===== config.mk =====
export PLATFORM = sky130hd
export DESIGN_NAME = dmem_arbiter_flat
export DESIGN_NICKNAME = d
export VERILOG_FILES = /design/src/rtl/dmem_arb_pkg.sv /design/src/rtl/dmem_arb_if.sv /design/src/rtl/dmem_arb_mux.sv /design/src/rtl/dmem_arbiter.sv /design/src/flat_wrapper.sv
export SDC_FILE = /design/constraint.sdc
export NUM_CORES = 1
export LEC_CHECK = 0
export CAP_MARGIN = 15
export CORE_AREA = 2 2 91 93
export DETAILED_ROUTE_END_ITERATION = 12
export DIE_AREA = 0 0 93 95
export GPL_ROUTABILITY_DRIVEN = 0
export GPL_TIMING_DRIVEN = 0
export PLACE_DENSITY = 0.79
export REMOVE_ABC_BUFFERS = 1
export SLEW_MARGIN = 10
export SYNTH_ARGS = -nofsm -noshare
export SYNTH_HDL_FRONTEND = slang
export SYNTH_SLANG_ARGS = --single-unit
export TNS_END_PERCENT = 5

===== constraint.sdc =====
create_clock -name CLK -period 3 [get_ports CLK]
set_input_delay 0.3 -clock CLK [delete_from_list [all_inputs] [get_ports CLK]]
set_output_delay 0.3 -clock CLK [all_outputs]
set_load 0.05 [all_outputs]

===== src/rtl/dmem_arb_pkg.sv =====
// Shared types and helpers for the two-master data-RAM arbiter.
package dmem_arb_pkg;

  typedef enum logic [1:0] {IDLE, OWN0, OWN1} arb_state_t;

  localparam int N_MASTERS = 2;

  function automatic logic [7:0] sat_inc8(input logic [7:0] v);
    return (v == 8'hff) ? v : v + 8'd1;
  endfunction

endpackage


===== src/rtl/dmem_arb_if.sv =====
// Requester-side and RAM-side bundles of the data-RAM arbiter.
// Requester: req held until gnt; read data returns one cycle after the beat.
interface dmem_arb_if #(
  parameter int DATA_W = 32,
  parameter int ADDR_W = 10
);
  logic              req;
  logic              we;
  logic [ADDR_W-1:0] addr;
  logic [DATA_W-1:0] wdata;
  logic              gnt;
  logic              rvalid;
  logic [DATA_W-1:0] rdata;

  modport master (output req, we, addr, wdata, input gnt, rvalid, rdata);
  modport slave  (input req, we, addr, wdata, output gnt, rvalid, rdata);
endinterface

interface dmem_ram_if #(
  parameter int DATA_W = 32,
  parameter int ADDR_W = 10
);
  logic              wr;
  logic              oe;
  logic [ADDR_W-1:0] address;
  logic [DATA_W-1:0] data_in;
  logic [DATA_W-1:0] data_out;

  modport master (output wr, oe, address, data_in, input data_out);
  modport slave  (input wr, oe, address, data_in, output data_out);
endinterface


===== src/rtl/dmem_arb_mux.sv =====
// Combinational RAM request mux (by owner) and read-data demux (by rd_tag).
// Zero latency; a beat exists only when the owner requests, otherwise RAM lines are 0.
module dmem_arb_mux #(
  parameter int DATA_W = 32,
  parameter int ADDR_W = 10
) (
  input  logic        own_vld,
  input  logic        own_idx,
  input  logic        rd_pend,
  input  logic        rd_tag,
  dmem_arb_if.slave   m0,
  dmem_arb_if.slave   m1,
  dmem_ram_if.master  ram
);

  logic              req_sel;
  logic              we_sel;
  logic [ADDR_W-1:0] addr_sel;
  logic [DATA_W-1:0] wdata_sel;
  logic              beat;
  logic              rv0;
  logic              rv1;

  assign req_sel   = own_idx ? m1.req   : m0.req;
  assign we_sel    = own_idx ? m1.we    : m0.we;
  assign addr_sel  = own_idx ? m1.addr  : m0.addr;
  assign wdata_sel = own_idx ? m1.wdata : m0.wdata;
  assign beat      = own_vld & req_sel;

  assign m0.gnt = own_vld & ~own_idx & m0.req;
  assign m1.gnt = own_vld &  own_idx & m1.req;

  assign ram.wr      = beat &  we_sel;
  assign ram.oe      = beat & ~we_sel;
  assign ram.address = beat ? addr_sel  : '0;
  assign ram.data_in = beat ? wdata_sel : '0;

  // Return path follows the tag captured at the read beat, not the current owner.
  assign rv0       = rd_pend & ~rd_tag;
  assign rv1       = rd_pend &  rd_tag;
  assign m0.rvalid = rv0;
  assign m1.rvalid = rv1;
  assign m0.rdata  = rv0 ? ram.data_out : '0;
  assign m1.rdata  = rv1 ? ram.data_out : '0;

endmodule


===== src/rtl/dmem_arbiter.sv =====
// Round-robin owner-hold arbiter for one data RAM port; 1 cycle REQ-to-first-GNT, reads return next cycle.
// Owner keeps the port until it drops REQ or hits MAX_BURST beats while the other master waits.
module dmem_arbiter
  import dmem_arb_pkg::*;
#(
  parameter int DATA_W    = 32,
  parameter int ADDR_W    = 10,
  parameter int MAX_BURST = 8
) (
  input  logic       CLK,
  input  logic       RSTa,
  dmem_arb_if.slave  m0,
  dmem_arb_if.slave  m1,
  dmem_ram_if.master ram
);

  arb_state_t           state_q, state_d;
  logic                 last_owner_q, last_owner_d;
  logic [7:0]           beat_cnt_q, beat_cnt_d;
  logic                 rd_pend_q, rd_pend_d;
  logic                 rd_tag_q, rd_tag_d;
  logic [N_MASTERS-1:0] req_vec;
  logic                 own_vld;
  logic                 own_idx;
  logic                 req_own;
  logic                 req_oth;
  logic                 we_own;
  logic                 cap_hit;
  arb_state_t           oth_state;

  assign req_vec   = {m1.req, m0.req};
  assign own_vld   = (state_q == OWN0) || (state_q == OWN1);
  assign own_idx   = (state_q == OWN1);
  assign req_own   = req_vec[own_idx];
  assign req_oth   = req_vec[~own_idx];
  assign we_own    = own_idx ? m1.we : m0.we;
  assign oth_state = own_idx ? OWN0 : OWN1;
  // Widened compare so a counter that saturated while alone still yields on contention.
  assign cap_hit   = ({1'b0, beat_cnt_q} + 9'd1) >= 9'(MAX_BURST);

  always_ff @(posedge CLK or negedge RSTa) begin
    if (!RSTa) begin
      state_q      <= IDLE;
      last_owner_q <= 1'b0;
      beat_cnt_q   <= 8'd0;
      rd_pend_q    <= 1'b0;
      rd_tag_q     <= 1'b0;
    end else begin
      state_q      <= state_d;
      last_owner_q <= last_owner_d;
      beat_cnt_q   <= beat_cnt_d;
      rd_pend_q    <= rd_pend_d;
      rd_tag_q     <= rd_tag_d;
    end
  end

  always_comb begin
    state_d      = state_q;
    last_owner_d = last_owner_q;
    beat_cnt_d   = beat_cnt_q;
    rd_pend_d    = 1'b0;
    rd_tag_d     = rd_tag_q;
    case (state_q)
      IDLE: begin
        beat_cnt_d = 8'd0;
        if (req_vec == 2'b11) state_d = last_owner_q ? OWN0 : OWN1;
        else if (req_vec[0])  state_d = OWN0;
        else if (req_vec[1])  state_d = OWN1;
      end
      OWN0, OWN1: begin
        if (!req_own) begin
          state_d      = req_oth ? oth_state : IDLE;
          last_owner_d = own_idx;
          beat_cnt_d   = 8'd0;
        end else begin
          rd_pend_d = ~we_own;
          if (!we_own) rd_tag_d = own_idx;
          if (cap_hit && req_oth) begin
            state_d      = oth_state;
            last_owner_d = own_idx;
            beat_cnt_d   = 8'd0;
          end else begin
            beat_cnt_d = sat_inc8(beat_cnt_q);
          end
        end
      end
      default: state_d = IDLE;
    endcase
  end

  dmem_arb_mux #(
    .DATA_W (DATA_W),
    .ADDR_W (ADDR_W)
  ) u_mux (
    .own_vld (own_vld),
    .own_idx (own_idx),
    .rd_pend (rd_pend_q),
    .rd_tag  (rd_tag_q),
    .m0      (m0),
    .m1      (m1),
    .ram     (ram)
  );

endmodule


===== src/flat_wrapper.sv =====
// flat-port wrapper written by rule: the top's interface ports become plain ports
module dmem_arbiter_flat import dmem_arb_pkg::*;
#(
  parameter int DATA_W    = 32,
  parameter int ADDR_W    = 10,
  parameter int MAX_BURST = 8
)
  (CLK, RSTa, m0_req, m0_we, m0_addr, m0_wdata, m0_gnt, m0_rvalid, m0_rdata, m1_req, m1_we, m1_addr, m1_wdata, m1_gnt, m1_rvalid, m1_rdata, ram_wr, ram_oe, ram_address, ram_data_in, ram_data_out);
  dmem_arb_if #(.DATA_W(DATA_W), .ADDR_W(ADDR_W)) m0_i ();
  dmem_arb_if #(.DATA_W(DATA_W), .ADDR_W(ADDR_W)) m1_i ();
  dmem_ram_if #(.DATA_W(DATA_W), .ADDR_W(ADDR_W)) ram_i ();
  input  logic CLK;
  input  logic RSTa;
  input wire logic [$bits(m0_i.req)-1:0] m0_req;
  input wire logic [$bits(m0_i.we)-1:0] m0_we;
  input wire logic [$bits(m0_i.addr)-1:0] m0_addr;
  input wire logic [$bits(m0_i.wdata)-1:0] m0_wdata;
  output wire logic [$bits(m0_i.gnt)-1:0] m0_gnt;
  output wire logic [$bits(m0_i.rvalid)-1:0] m0_rvalid;
  output wire logic [$bits(m0_i.rdata)-1:0] m0_rdata;
  input wire logic [$bits(m1_i.req)-1:0] m1_req;
  input wire logic [$bits(m1_i.we)-1:0] m1_we;
  input wire logic [$bits(m1_i.addr)-1:0] m1_addr;
  input wire logic [$bits(m1_i.wdata)-1:0] m1_wdata;
  output wire logic [$bits(m1_i.gnt)-1:0] m1_gnt;
  output wire logic [$bits(m1_i.rvalid)-1:0] m1_rvalid;
  output wire logic [$bits(m1_i.rdata)-1:0] m1_rdata;
  output wire logic [$bits(ram_i.wr)-1:0] ram_wr;
  output wire logic [$bits(ram_i.oe)-1:0] ram_oe;
  output wire logic [$bits(ram_i.address)-1:0] ram_address;
  output wire logic [$bits(ram_i.data_in)-1:0] ram_data_in;
  input wire logic [$bits(ram_i.data_out)-1:0] ram_data_out;
  assign m0_i.req = m0_req;
  assign m0_i.we = m0_we;
  assign m0_i.addr = m0_addr;
  assign m0_i.wdata = m0_wdata;
  assign m0_gnt = m0_i.gnt;
  assign m0_rvalid = m0_i.rvalid;
  assign m0_rdata = m0_i.rdata;
  assign m1_i.req = m1_req;
  assign m1_i.we = m1_we;
  assign m1_i.addr = m1_addr;
  assign m1_i.wdata = m1_wdata;
  assign m1_gnt = m1_i.gnt;
  assign m1_rvalid = m1_i.rvalid;
  assign m1_rdata = m1_i.rdata;
  assign ram_wr = ram_i.wr;
  assign ram_oe = ram_i.oe;
  assign ram_address = ram_i.address;
  assign ram_data_in = ram_i.data_in;
  assign ram_i.data_out = ram_data_out;
  dmem_arbiter #(.DATA_W(DATA_W), .ADDR_W(ADDR_W), .MAX_BURST(MAX_BURST)) u_core (.CLK(CLK), .RSTa(RSTa), .m0(m0_i), .m1(m1_i), .ram(ram_i));
endmodule

==> results.txt <==
Worst Clk Skew -> 0.00570 ns
Peak VDD IR -> 397 uV
P_leak -> 0.00208 uW
Area used by multi-input combinational logic -> 1680 um^2
Via count -> 2,880
Antenna diodes -> 0
Pins Over Slew Limit -> 0
Crit Path Class -> flip-flop to output pin
Share of layout cells above drive strength 1 -> 0.0442
WHS -> 0.440 ns
Fin crit period -> 2.88 ns
Synth-to-layout area growth -> 115%
CTS Buffer Depth -> 2
Critical Path RT -> 2.70 ns
R2R cell count -> 6
TritonCTS clock tree -> done
Unique masters post-synth -> 50
Largest net degree at the start of global routing -> 46
# port buffers -> 233
Final hold violation count -> 0
Initial antenna violation count -> 0
Die Width -> 93 um
Post-synth EDFFs -> 0
Nets -> 628
GRT Total Usage -> 0.202
H-tree depth -> 1
Most common cell after layout, fill and taps aside -> clkdlybuf4s50_1
Nature of the critical path startpoint -> flip-flop
DP HPWL -> 7570 um
Register bit total from synthesis -> 13
Die area -> 8840 um^2
Post-route cell area -> 4530 um^2
# fillers -> 759
Core Box Area -> 7930 um^2
WL/cell -> 15.8 um
Commonest non-fill, non-tap cells in the layout -> clkdlybuf4s50_1, nor2_1, mux2i_1
Placed Instances -> 597
Root Buffer -> clkbuf_8
Element type at the critical path end -> output pin
Synth Warn # -> 0
# DRC -> 0
Crit-path max FO -> 15
Register Area -> 327 um^2
Antenna Nets Post-Route -> 0
Pre-Repair DR Iteration Count -> 4
Post-Syn Area -> 2110 um^2
Total wire length -> 9510 um
Average size of a mapped cell -> 7.52 um^2
Vias per cell -> 4.78
Setup violators final -> 0
Primary FF master, synth -> dfrtp_1
Register area share after synthesis -> 0.154
Core Util, Final -> 0.572
Max Freq -> 348 MHz
CTS buffer count -> 3
RSZ-0062 raised after global routing -> no
Vias in the first global route -> 2,811
Async set-or-reset flop fraction in the synthesized netlist -> 1.00
First-pass GRT wire length -> 14,200 um
PwrDens -> 783 nW/um^2
Non-Filler Instances -> 603
Placement Cell Area -> 4490 um^2
Clock sink total -> 13
Tightest Pin Transition -> 0.883 ns
Drt initial violations -> 138
Height of the die -> 95 um
Status -> complete, no violations
Worst Hold Class -> input port to async pin
Initial core utilization -> 0.266
Row Count -> 33
Syn Inst Count -> 281
Worst EP arrival -> 2.58 ns
Worst skew pair latency -> 0.25 ns
Max-slew headroom -> 0.411
Clock transition at path regs -> 0.06 ns
Grt ovf -> 0
Crit share post-route -> 0.958
MaxCap Viol Count -> 0
# IOs -> 234
==> per-layer routing <==
layer  track usage  share of wire
met5             0              0
met4        0.0625          0.025
met3        0.0519          0.077
met2         0.378           0.52
met1         0.225           0.37
==> state kept, by name (all words and copies together), names as in the netlist <==
register and flops:
u_core.beat_cnt_q 8, u_core.state_q 2, u_core.last_owner_q 1, u_core.rd_pend_q 1, u_core.rd_tag_q 1
==> cells in the mapped netlist, types with 2 or more instances <==
library cell	number	area, um^2
and2_1	35	219
dfrtp_1	13	325
clkbuf_1	14	52.6
nand2_1	12	45.0
nor2_1	52	195
nor3_1	3	15.0
mux2i_1	44	440
inv_1	4	15.0
o21ai_0	8	40.0
o41ai_1	2	17.5
a211oi_1	2	15.0
nand4_1	3	18.8
nand3_1	3	15.0
nor2b_1	2	12.5
buf_2	4	20.0
ha_1	7	87.6
o31ai_1	3	22.5
o21a_1	2	15.0
and3_1	36	225
buf_1	2	7.51
==> path summary, 6_finish.rpt <==
check                                           startpoint                                to  slack [ns]
max in group asynchronous                             RSTa        u_core.rd_pend_q$_DFF_PN0_        2.12
min in group CLK           u_core.last_owner_q$_DFFE_PN0P_   u_core.last_owner_q$_DFFE_PN0P_        0.57
min                                                   RSTa  u_core.beat_cnt_q[5]$_DFFE_PN0P_        0.44
max                          u_core.state_q[0]$_DFFE_PN0P_                            ram_oe        0.12
min reg2reg                u_core.last_owner_q$_DFFE_PN0P_   u_core.last_owner_q$_DFFE_PN0P_        0.57
max reg2reg                  u_core.state_q[0]$_DFFE_PN0P_     u_core.state_q[0]$_DFFE_PN0P_        0.59
==> repair_timing <==
item                                   in CTS  in global routing
resized for setup                          44                  2
buffers inserted                            2                  0
endpoints found under the hold margin       0                  0
hold buffers                                0                  0
setup endpoints to repair                  44                 32
==> through the flow <==
stage          worst slack [ns]  setup TNS [ns]  power [uW]
5_1_grt                  0.0629               0        3730
2_1_floorplan             -1.33          -60.68        2410
3_3_place_gp              -2.45         -128.31        3440
6_report                  0.125               0        3550
3_5_place_dp             -0.575          -21.98        3460
4_1_cts                 0.00363               0        3570
==> cell type report <==
class                   count  area share
repair buffers            236       0.514
clock buffers               4     0.00994
well taps                 105      0.0290
flip-flops and latches     13      0.0720
inverters                   4     0.00331
multi-input cells         241       0.371
==> cells by family (layout without fill, tap and decap cells) <==
group / count (synthesis) / in the layout / share of synthesized area
multiplexers: 47 / 47 / 0.226
flip-flops: 13 / 13 / 0.154
buffers and inverters: 27 / 244 / 0.0640
AO/OA/AOI/OAI: 30 / 30 / 0.118
adder cells (fa/ha/maj): 7 / 7 / 0.0415
AND/OR/NAND/NOR: 157 / 157 / 0.396
==> critical path, stage by stage, from the launching register on <==
cell and delay [ns]:
dfrtp_1 0.41, inv_1 0.16, ha_4 0.38, mux2i_1 0.32
and3_1 0.24, clkdlybuf4s50_1 0.81
==> power by group <==
group | switching (uW) | internal, uW | leakage [uW]
clock network | 64.7 | 94.0 | 0.0000228
registers | 131 | 218 | 0.000169
logic | 2010 | 1040 | 0.00189
(Power assumes the default switching activity.)
